### src/rtl/vehicle_sensor_conditioner_pkg.sv
// ============================================================================
// vehicle_sensor_conditioner_pkg
//   Shared traffic types and default timing for the highway/farm controller.
//   Rev 1.0
// ============================================================================
`default_nettype none

package vehicle_sensor_conditioner_pkg;

  localparam int DEBOUNCE_DEF     = 4;
  localparam int DWELL_DEF        = 8;
  localparam int STUCK_CYCLES_DEF = 64;
  localparam int COUNT_W          = 8;

  // Farm-road request sequencing
  typedef enum logic [1:0] {
    ST_IDLE    = 2'd0,
    ST_ARMING  = 2'd1,
    ST_REQUEST = 2'd2,
    ST_SERVED  = 2'd3
  } veh_state_e;

  // Highway/farm light sequencing used by the downstream controller
  typedef enum logic [1:0] {
    CTRL_HWY_GREEN   = 2'd0,
    CTRL_HWY_YELLOW  = 2'd1,
    CTRL_FARM_GREEN  = 2'd2,
    CTRL_FARM_YELLOW = 2'd3
  } ctrl_state_e;

  function automatic logic [COUNT_W-1:0] sat_inc(input logic [COUNT_W-1:0] v);
    logic [COUNT_W-1:0] r;
    r = (v == {COUNT_W{1'b1}}) ? v : v + COUNT_W'(1);
    return r;
  endfunction

endpackage

`default_nettype wire

### src/rtl/vehicle_sensor_conditioner_if.sv
// ============================================================================
// vehicle_sensor_conditioner_if
//   Detector/controller signal bundle between loop conditioner and controller.
//   Rev 1.0
// ============================================================================
`default_nettype none

interface vehicle_sensor_conditioner_if;
  import vehicle_sensor_conditioner_pkg::*;

  logic               det_raw;
  logic               serve;
  logic               cin;
  logic [COUNT_W-1:0] car_count;
  logic               fault;

  modport master (
    output det_raw,
    output serve,
    input  cin,
    input  car_count,
    input  fault
  );

  modport slave (
    input  det_raw,
    input  serve,
    output cin,
    output car_count,
    output fault
  );

endinterface

`default_nettype wire

### src/rtl/vehicle_sensor_conditioner_sync_debounce.sv
// ============================================================================
// vehicle_sensor_conditioner_sync_debounce
//   Two-flop synchroniser followed by a consecutive-cycle debounce filter.
//   Rev 1.0
// ============================================================================
`default_nettype none

module vehicle_sensor_conditioner_sync_debounce #(
  parameter int DEBOUNCE = 4
) (
  input  wire  clk,
  input  wire  rst_n,
  input  wire  det_raw_i,
  output logic det_stable_o
);

  localparam int DEB_W = $clog2(DEBOUNCE + 1);
  localparam logic [DEB_W-1:0] DEB_LAST = DEB_W'(DEBOUNCE - 1);
  localparam logic [DEB_W-1:0] DEB_ONE  = DEB_W'(1);

  logic             s1_q;
  logic             s2_q;
  logic             stable_q;
  logic             stable_d;
  logic [DEB_W-1:0] deb_cnt_q;
  logic [DEB_W-1:0] deb_cnt_d;

  always_comb begin
    stable_d  = stable_q;
    deb_cnt_d = '0;
    if (s2_q != stable_q) begin
      if (deb_cnt_q == DEB_LAST) begin
        stable_d = s2_q;
      end else begin
        deb_cnt_d = deb_cnt_q + DEB_ONE;
      end
    end
  end

  always_ff @(posedge clk or negedge rst_n) begin
    if (!rst_n) begin
      s1_q      <= 1'b0;
      s2_q      <= 1'b0;
      stable_q  <= 1'b0;
      deb_cnt_q <= '0;
    end else begin
      s1_q      <= det_raw_i;
      s2_q      <= s1_q;
      stable_q  <= stable_d;
      deb_cnt_q <= deb_cnt_d;
    end
  end

  assign det_stable_o = stable_q;

endmodule

`default_nettype wire

### src/rtl/vehicle_sensor_conditioner.sv
// ============================================================================
// vehicle_sensor_conditioner
//   Turns the raw farm-road loop detector into a latched car-waiting request.
//   Rev 1.0
// ============================================================================
`default_nettype none

module vehicle_sensor_conditioner
  import vehicle_sensor_conditioner_pkg::*;
#(
  parameter int DEBOUNCE     = DEBOUNCE_DEF,
  parameter int DWELL        = DWELL_DEF,
  parameter int STUCK_CYCLES = STUCK_CYCLES_DEF
) (
  input wire clk,
  input wire reset,
  vehicle_sensor_conditioner_if.slave bus
);

  localparam int DW_W  = $clog2(DWELL + 1);
  localparam int STK_W = $clog2(STUCK_CYCLES + 1);
  localparam logic [DW_W-1:0]  DW_LAST = DW_W'(DWELL - 1);
  localparam logic [DW_W-1:0]  DW_ONE  = DW_W'(1);
  localparam logic [STK_W-1:0] STK_MAX = STK_W'(STUCK_CYCLES);
  localparam logic [STK_W-1:0] STK_ONE = STK_W'(1);

  logic               det_stable;
  logic               det_prev_q;
  logic [COUNT_W-1:0] car_count_q;
  logic [COUNT_W-1:0] car_count_d;
  logic [STK_W-1:0]   stuck_cnt_q;
  logic [STK_W-1:0]   stuck_cnt_d;
  logic               fault_q;
  logic               fault_d;
  veh_state_e         state_q;
  veh_state_e         state_d;
  logic [DW_W-1:0]    dwell_cnt_q;
  logic [DW_W-1:0]    dwell_cnt_d;
  logic               cin_w;

  vehicle_sensor_conditioner_sync_debounce #(
    .DEBOUNCE (DEBOUNCE)
  ) u_sync_debounce (
    .clk          (clk),
    .rst_n        (reset),
    .det_raw_i    (bus.det_raw),
    .det_stable_o (det_stable)
  );

  // Vehicle count and stuck-sensor supervision
  always_comb begin
    car_count_d = car_count_q;
    if (det_stable && !det_prev_q) begin
      car_count_d = sat_inc(car_count_q);
    end
    stuck_cnt_d = '0;
    fault_d     = 1'b0;
    if (det_stable) begin
      stuck_cnt_d = (stuck_cnt_q == STK_MAX) ? stuck_cnt_q : stuck_cnt_q + STK_ONE;
      fault_d     = (stuck_cnt_d == STK_MAX);
    end
  end

  always_ff @(posedge clk or negedge reset) begin
    if (!reset) begin
      det_prev_q  <= 1'b0;
      car_count_q <= '0;
      stuck_cnt_q <= '0;
      fault_q     <= 1'b0;
    end else begin
      det_prev_q  <= det_stable;
      car_count_q <= car_count_d;
      stuck_cnt_q <= stuck_cnt_d;
      fault_q     <= fault_d;
    end
  end

  always_ff @(posedge clk or negedge reset) begin
    if (!reset) begin
      state_q     <= ST_IDLE;
      dwell_cnt_q <= '0;
    end else begin
      state_q     <= state_d;
      dwell_cnt_q <= dwell_cnt_d;
    end
  end

  // serve is only acted on in REQUEST and SERVED; elsewhere it is ignored
  always_comb begin
    state_d     = state_q;
    dwell_cnt_d = dwell_cnt_q;
    case (state_q)
      ST_IDLE: begin
        if (det_stable) begin
          state_d     = ST_ARMING;
          dwell_cnt_d = '0;
        end
      end
      ST_ARMING: begin
        if (!det_stable) begin
          state_d = ST_IDLE;
        end else if (dwell_cnt_q == DW_LAST) begin
          state_d = ST_REQUEST;
        end else begin
          dwell_cnt_d = dwell_cnt_q + DW_ONE;
        end
      end
      ST_REQUEST: begin
        if (bus.serve) begin
          state_d = ST_SERVED;
        end
      end
      ST_SERVED: begin
        if (!bus.serve) begin
          if (det_stable) begin
            state_d     = ST_ARMING;
            dwell_cnt_d = '0;
          end else begin
            state_d = ST_IDLE;
          end
        end
      end
      default: begin
        state_d = ST_IDLE;
      end
    endcase
  end

  always_comb begin
    cin_w = (state_q == ST_REQUEST);
  end

  assign bus.cin       = cin_w;
  assign bus.car_count = car_count_q;
  assign bus.fault     = fault_q;

endmodule

`default_nettype wire
### src/flat_wrapper.sv
// flat-port wrapper written by rule: the top's interface ports become plain ports
module vehicle_sensor_conditioner_flat import vehicle_sensor_conditioner_pkg::*;
#(
  parameter int DEBOUNCE     = DEBOUNCE_DEF,
  parameter int DWELL        = DWELL_DEF,
  parameter int STUCK_CYCLES = STUCK_CYCLES_DEF
)
  (clk, reset, bus_det_raw, bus_serve, bus_cin, bus_car_count, bus_fault);
  vehicle_sensor_conditioner_if bus_i ();
  input wire clk;
  input wire reset;
  input wire logic [$bits(bus_i.det_raw)-1:0] bus_det_raw;
  input wire logic [$bits(bus_i.serve)-1:0] bus_serve;
  output wire logic [$bits(bus_i.cin)-1:0] bus_cin;
  output wire logic [$bits(bus_i.car_count)-1:0] bus_car_count;
  output wire logic [$bits(bus_i.fault)-1:0] bus_fault;
  assign bus_i.det_raw = bus_det_raw;
  assign bus_i.serve = bus_serve;
  assign bus_cin = bus_i.cin;
  assign bus_car_count = bus_i.car_count;
  assign bus_fault = bus_i.fault;
  vehicle_sensor_conditioner #(.DEBOUNCE(DEBOUNCE), .DWELL(DWELL), .STUCK_CYCLES(STUCK_CYCLES)) u_core (.clk(clk), .reset(reset), .bus(bus_i));
endmodule
### config.mk
export PLATFORM = sky130hd
export DESIGN_NAME = vehicle_sensor_conditioner_flat
export DESIGN_NICKNAME = d
export VERILOG_FILES = /design/src/rtl/vehicle_sensor_conditioner_pkg.sv /design/src/rtl/vehicle_sensor_conditioner_if.sv /design/src/rtl/vehicle_sensor_conditioner_sync_debounce.sv /design/src/rtl/vehicle_sensor_conditioner.sv /design/src/flat_wrapper.sv
export SDC_FILE = /design/constraint.sdc
export NUM_CORES = 1
export LEC_CHECK = 0
export ABC_AREA = 0
export CAP_MARGIN = 20
export CORE_ASPECT_RATIO = 0.75
export CORE_MARGIN = 10
export CORE_UTILIZATION = 55
export DETAILED_ROUTE_END_ITERATION = 12
export PLACE_DENSITY = 0.81
export SKIP_LAST_GASP = 1
export SYNTH_ARGS = -nofsm -noshare
export SYNTH_HDL_FRONTEND = slang
export SYNTH_HIERARCHICAL = 1
export SYNTH_SLANG_ARGS = --single-unit
### constraint.sdc
create_clock -name clk -period 1.65 [get_ports clk]
set_input_delay 0.33 -clock clk [delete_from_list [all_inputs] [get_ports clk]]
set_output_delay 0.33 -clock clk [all_outputs]
set_load 0.01 [all_outputs]
# --- After elaboration in Yosys (flattened, before gate mapping) ---
# Cells that the tools add are included.
totals:
  output_inout_bits: 10
  wordCells: 55
  inputBits: 4
  register_bits: 29
op_classes:
  n_eq_ne: 15
  n_reduce_logical: 8
  bitwise_logic: 1
  mux: 17
  n_addsub: 4
ops:
  columns: ["operator", "count"]
  rows:
  - ["4-bit 2-to-1 mux", 4]
  - ["7-bit equality test, second input constant", 2]
  - ["7-bit 2-to-1 mux", 2]
  - ["4-bit case mux with 3 select lines", 1]
  - ["2-bit 2-to-1 mux", 5]
  - ["2-bit != test, second input constant", 5]
  - ["8-bit by 1-bit adder with 8-bit output, second input constant", 1]
  - ["8-bit equality test, second input constant", 1]
  - ["2-bit case mux with 4 select lines", 1]
  - ["4-bit AND reduction", 2]
  - ["7-bit by 1-bit adder with 7-bit output, second input constant", 1]
  - ["3-bit 2-to-1 mux", 2]
  - ["4-bit by 1-bit adder with 4-bit output, second input constant", 1]
  - ["2-bit equality test, second input constant", 2]
  - ["4-bit by 3-bit equality test with 1-bit output, second input constant", 1]
  - ["2-bit AND reduction", 2]
  - ["3-bit by 1-bit adder with 3-bit output, second input constant", 1]
  - ["3-bit by 2-bit equality test with 1-bit output, second input constant", 1]
  - ["3-bit by 2-bit != test with 1-bit output, second input constant", 1]
  - ["3-bit nonzero test", 1]
  - ["2-bit by 1-bit equality test with 1-bit output, second input constant", 1]
  - ["2-bit zero test", 1]
  - ["1-bit 2-to-1 mux", 2]
  - ["1-bit logical AND", 1]
  - ["other kinds (3)", 3]

# --- Depth between registers and ports, before layout ---
# Gate-level depths: netlist (run 1).
logic_depth:
  word_depth: 4
  mapped_depth: 5
  ltp_nobuf: 5

# --- By module ---
# Netlist (run 1), hierarchy kept.
modules_own_cells:
  columns: ["module", "seq_area_each_um2", "cells_each", "n_inst", "area_per_inst_um2"]
  rows:
  - ["vehicle_sensor_conditioner", 575.6, 119, 1, 1201.2]
  - ["vehicle_sensor_conditioner_sync_debounce", 150.1, 13, 1, 216.5]

# --- Worst setup path after synthesis (run 1) ---
# OpenSTA, ideal clock, no wires.
synth_timing:
  path_type: "reg2reg"
  start: "register u_core.car_count_q[0] (netlist: u_core/bus.car_count[0])"
  end: "register u_core.car_count_q[1] (netlist: u_core/bus.car_count[1])"
  stages_incl_launch_ff: 5
  t_arrival_ns: 1.493
  period_less_slack_ns: 1.618
  n_path_buf: 0
  t_required_ns: 1.525
  slack_ns: 0.032
  setup_ns: 0.125
  path_cell_list: "dfrtp_1 -> ha_1 -> nand3_2 -> o311ai_4 -> mux2_4"
synth_between:
  elab_chain_cells: 3
  word_cells_on_any_way: 4
  classes_between: "1 x add/sub; 1 x eq/ne; 1 x bitwise; 1 x reduce/logical"
synth_lines:
  columns: ["item", "line", "rtl"]
  rows:
  - ["start, declared", "vehicle_sensor_conditioner.sv:29", "logic [COUNT_W-1:0] car_count_q;"]
  - ["start signal, assigned", "vehicle_sensor_conditioner.sv:72", "car_count_q <= car_count_d;"]
  - ["branches (longest 3 deep; another with 8-bit by 1-bit adder with 8-bit output)", null, null]
# Parallel ways; which one is timed is not known.
# A chain may end at the register's enable or synchronous reset.

# --- Final worst setup path (run 1) ---
layout_timing:
  start: "register u_core.car_count_q[7] (netlist: u_core/bus.car_count[7])"
  end: "output port bus_car_count[7]"
layout_rtl:
  columns: ["item", "line", "rtl"]
  rows:
  - ["end, declared", "flat_wrapper.sv:15", "output wire logic [$bits(bus_i.car_count)-1:0] bus_car_count;"]
# No word-level cell between the ends.

==> results of run 1 <==
==> flip-flops by register name, summed over array words and instances, names as in the netlist, named ones only <==
register and cells:
u_core/bus.car_count 8, u_core/stuck_cnt_q 7, u_core/dwell_cnt_q 4, u_core/u_sync_debounce/deb_cnt_q 3, u_core/bus.fault 1, u_core/det_prev_q 1, u_core/state_q 1, u_core/u_sync_debounce/det_stable_o 1
u_core/u_sync_debounce/s1_q 1, u_core/u_sync_debounce/s2_q 1
==> layout make-up <==
cell class                      instances  area [sq um]
Clock buffer                            7          55.1
Fill cell                             188           624
Multi-Input combinational cell         93           666
Tap cell                               34          42.5
Inverter                                6          22.5
Timing Repair Buffer                   29           245
Sequential cell                        29           728
==> power breakdown <==
part           leakage [nW]  switching [mW]  internal (mW)
registers             0.377           0.202          0.897
clock network        0.0314           0.226          0.201
logic                 0.455           0.533          0.561
==> stage by stage <==
step | total power [mW] | utilization | area [sq um]
floorplan | 1.70 | - | 1420
global placement | 2.06 | 0.685 | 1630
detailed placement | 2.12 | 0.685 | 1630
CTS | 2.58 | 0.715 | 1710
global route | 2.84 | 0.738 | 1760
finish | 2.62 | 0.738 | 1760
==> synthesized netlist by cell type, types with 2 or more instances <==
cell type	n	area, sq um
xnor2_1	6	52.6
xor2_1	9	78.8
nor3b_1	3	22.5
nor3_1	5	25.0
inv_1	6	22.5
and3_1	2	12.5
and3b_1	2	17.5
nor2_1	10	37.5
dfrtp_1	29	726
buf_2	3	15.0
a31oi_1	2	12.5
and2_1	5	31.3
nand3_1	5	25.0
nand2_1	10	37.5
ha_1	5	62.6
a21oi_1	7	35.0
o21ai_0	5	25.0
==> metal layers <==
layer,vias up,wire [um]
li1,519,-
met1,505,1220
met3,6,216
met4,0,48
met5,-,0
met2,24,1400
==> repair_timing <==
item | CTS | global route
setup endpoints to repair | 6 | 9
cloned | 0 | 0
pin swaps | 0 | 1
setup buffers | 3 | 5
resized for setup | 5 | 3
==> cell families (layout without fill, tap and decap cells) <==
| family | count (synthesis) | count (layout) | share of synthesized area |
|---|---|---|---|
| and+or+nand+nor | 51 | 51 | 0.200 |
| DFF | 29 | 29 | 0.512 |
| AOI/OAI and AO/OA | 19 | 19 | 0.0962 |
| xor gates and xnor gates | 15 | 15 | 0.0927 |
| buffers and inverters | 10 | 42 | 0.0291 |
| adders and majority gates | 5 | 5 | 0.0441 |
| muxes | 3 | 3 | 0.0256 |
==> final timing paths <==
kind | startpoint | cells past startpoint | endpoint | slack [ps]
hold reg to reg | u_core/u_sync_debounce/s1_q$_DFF_PN0_ | 0 | u_core/u_sync_debounce/s2_q$_DFF_PN0_ | 360
hold / removal | u_core/u_sync_debounce/s1_q$_DFF_PN0_ | 0 | u_core/u_sync_debounce/s2_q$_DFF_PN0_ | 360
setup / recovery | u_core/bus.car_count[7]$_DFFE_PN0P_ | 1 | bus_car_count[7] | 70
max in group asynchronous | reset | 2 | u_core/stuck_cnt_q[0]$_DFF_PN0_ | 980
min in group asynchronous | reset | 2 | u_core/dwell_cnt_q[2]$_DFFE_PN0P_ | 390
setup reg to reg | u_core/dwell_cnt_q[0]$_DFFE_PN0P_ | 5 | u_core/dwell_cnt_q[3]$_DFFE_PN0P_ | 100
==> impl_metrics.ini, run 1 <==
[run_status]
outcome = completed

[logic_synthesis]
syn_nets = 141
ys_warn_count = 6
synth_seq_area_share = 0.512
synthesis.area_sq_um = 1420
synth-seq-cells = 29
synth_area_per_cell_sq_um = 10.7
synth_edf_count = 0
synth_top_flop_cell = dfrtp_1
ys_types = 35
syn-instance-count = 132
async_flop_share = 1.00

[timing]
max_freq_mhz = 632
maxSlewViolCount = 0
fin_skew_ps = 7.61
finalSetupViolCount = 0
fin_crit_ps = 1580
finalSetupTns_ps = 0
hold_viol_final = 0
fin_ws_ps = 67.4
hold_slack_ps = 355
fin_crit_sh = 0.959
relSlewSlack = 0.760
tightest_slew_ps = 360

[place]
io_buffer_count = 13
post-place-ws_ps = -61.5
dp_hpwl_um = 1980
dp.cells = 183
gp_congestion = 0.842

[clock_tree]
cts_hold_buf = 0
clock_latency_ps = 320
clockBufferDepth = 2
tritoncts = yes
numCtsBuffers = 5
numClockSinks = 29
htree_levels = 2
clockRootBuffer = clkbuf_4
path_clk_slew_ps = 80

[worst_setup_path]
crit_family = buffers and inverters
cp_slowest_cell = clkdlybuf4s50_1
slowest_delay_ps = 550
critPathRequiredTime_ps = 1320
start_kind = flop
cp_cell_sequence = clkdlybuf4s50_1
crit_arrival_ps = 1250
crit_path_end_kind = output pin
timing_worst_setup_path_type = reg2out
crit_fanout = 3
critPathBufInv = 1

[floorplan]
io_pins = 14
core_sq_um = 2380
start_util = 0.595
die_h_um = 64.0
dieArea_sq_um = 5030
core.rowCount = 15
die_width_um = 78.6

[detailed_routing]
vias = 1054
postRouteAntennaNets = 0
firstDrtPassIters = 5
first_iter_violations = 33
routed_via_density = 5.32
wire_per_inst_um = 14.6
drc = 0
wl_um = 2880

[grt]
grt_pass1_wl_um = 4860
antenna_found_initial = 0
grt_usage = 0.123
grt.busiest_layer = met2
use_met2 = 0.192
first_global_vias = 1064
grt_use_met3 = 0.0866
overflow = 0
met1_usage = 0.129
grt_max_degree = 30

[cells_and_area]
drive_gt1_frac = 0.189
diodes = 0
final_cells = 198
layout.nets = 173
mostFrequentLayoutCells = 27 x dfrtp_1, 16 x buf_4, 10 x nor2_1, 10 x nand2_1
mostFrequentLayoutCell = dfrtp_1
syn_to_final_growth_pct = 24.1

[power]
vdd_drop_max_mv = 0.859
powerDensity_nw_per_um2 = 1490
p_leak_nw = 0.863

[hold_path]
hold_path_class = reg2reg

[run]
drv_cap = 0
Power figures use the tool's default switching activity.
==> run 2: changes to the inputs <==
Settings changed: RECOVER_POWER from default to 50.
==> run 2 against run 1 <==
Effect of this change: sequential share of layout area up 0.15 points; design area shrank 0.36%; die area did not move; largest cell class unchanged.
==> impl_metrics.ini, run 2 (synthesized netlist as in run 1, its figures left out) <==
[cells_and_area]
largest_register_ffs = 8
syn_to_final_growth_pct = 23.7
mostFrequentLayoutCell = dfrtp_1
multi_input_area_sq_um = 666
drive_gt1_frac = 0.183
nFillCells = 191
fin_util = 0.735
regArea_sq_um = 728
mostFrequentLayoutCells = 27 x dfrtp_1, 14 x buf_4, 10 x nor2_1, 10 x nand2_1, 9 x xor2_1
diodes = 0
layout.nets = 173

[clock_tree]
tritoncts = yes
numClockSinks = 29
htree_levels = 2
path_clk_slew_ps = 80
cts_hold_buf = 0
clockRootBuffer = clkbuf_4
clock_latency_ps = 320
clockBufferDepth = 2
numCtsBuffers = 5

[timing]
maxSlewViolCount = 0
relSlewSlack = 0.530
fin_crit_sh = 0.959
max_freq_mhz = 632
hold_viol_final = 0
fin_crit_ps = 1580
tightest_slew_ps = 706
finalSetupViolCount = 0
fin_skew_ps = 7.16

[worst_setup_path]
critPathLaunch = u_core/bus.car_count[7]$_DFFE_PN0P_
crit_fanout = 3
crit_path_end_kind = output pin
slowest_delay_ps = 550
critPathBufInv = 1
critPathRequiredTime_ps = 1320
cp_slowest_cell = clkdlybuf4s50_1
cp_cell_sequence = clkdlybuf4s50_1
timing_worst_setup_path_type = reg2out
timing.rr.start = u_core/dwell_cnt_q[0]$_DFFE_PN0P_
start_kind = flop
crit_family = buffers and inverters
crit_arrival_ps = 1250

[grt]
grt_max_degree = 30
grt_usage = 0.123
grt_pass1_wl_um = 4860
overflow = 0
first_global_vias = 1064
antenna_found_initial = 0

[place]
io_buffer_count = 13
dp_hpwl_um = 1980
gp_congestion = 0.842

[detailed_routing]
vias = 1049
wl_um = 2880
first_iter_violations = 33
firstDrtPassIters = 4
drc = 0
postRouteAntennaNets = 0
routed_via_density = 5.30
wire_per_inst_um = 14.5

[floorplan]
dieArea_sq_um = 5030
start_util = 0.595
core.rowCount = 15
core_sq_um = 2380
die_width_um = 78.6
die_h_um = 64.0
io_pins = 14

[run_status]
outcome = completed

[run]
drv_cap = 0

[power]
vdd_drop_max_mv = 0.859
p_leak_nw = 0.860
powerDensity_nw_per_um2 = 1490
total_power_mw = 2.61

[hold_path]
hold_path_class = reg2reg
holdCritStartpoint = u_core/u_sync_debounce/s1_q$_DFF_PN0_
[run 2: cell count changes in the layout (fill, tap and decap cells not counted), sizes merged]
cell           previous run  this run
clkbuf                    7         9
dlygate4sd3               0         2
clkdlybuf4s50             9         7
buf                      16        14
[run 2: where the power goes]
| part | internal [mW] | switching (mW) | total [mW] |
|---|---|---|---|
| combinational | 0.549 | 0.533 | 1.08 |
| clock | 0.201 | 0.226 | 0.427 |
| sequential | 0.897 | 0.201 | 1.10 |
[run 2: worst paths after layout]
check                                                         to  slack (ps)  cells past startpoint
hold reg to reg            u_core/u_sync_debounce/s2_q$_DFF_PN0_         360                      0
min in group asynchronous      u_core/dwell_cnt_q[2]$_DFFE_PN0P_         580                      2
max in group asynchronous        u_core/stuck_cnt_q[0]$_DFF_PN0_         570                      2
setup / recovery                                bus_car_count[7]          70                      1
hold / removal             u_core/u_sync_debounce/s2_q$_DFF_PN0_         360                      0
setup reg to reg               u_core/dwell_cnt_q[3]$_DFFE_PN0P_         100                      5
[run 2: layout make-up]
class                      instances  share of cell area
clock buffer                       7              0.0314
inverter                           6              0.0128
tap                               34              0.0243
timing repair buffer              29               0.136
sequential                        29               0.415
multi-input combinational         93               0.380
[run 2: per-stage QoR]
step | instances | area [sq um] | setup slack (ps) | hold WS (ps) | TNS [ps]
3_5_place_dp | 183 | 1630 | -61.5 | 341 | -120
3_3_place_gp | 183 | 1630 | -37.8 | 339 | -37.8
5_1_grt | 198 | 1750 | -13.2 | 372 | -17.2
6_report | 198 | 1750 | 67.6 | 355 | 0
2_1_floorplan | 132 | 1420 | 32.2 | 34.4 | 0
4_1_cts | 193 | 1710 | 2.28 | 360 | 0
[run 2: worst register-to-register path, stage by stage (launching register included)]
cell,delay [ps]
dfrtp_1,420
ha_1,240
nand3b_1,140
o211ai_1,160
or3_1,370
a21oi_1,140
[run 2: repair_timing]
item | CTS | global route
endpoints found under the setup margin | 6 | 9
pin swaps | 0 | 1
resized for setup | 5 | 3
endpoints found under the hold margin | 0 | 0
setup buffers | 3 | 5
[run 2: routing by layer]
metal	vias to the layer above	global-route usage	wire, um
met1	497	0.129	1230
met4	0	0.0446	48
met3	6	0.0866	227
li1	518	-	-
met5	-	0	0
met2	28	0.192	1380
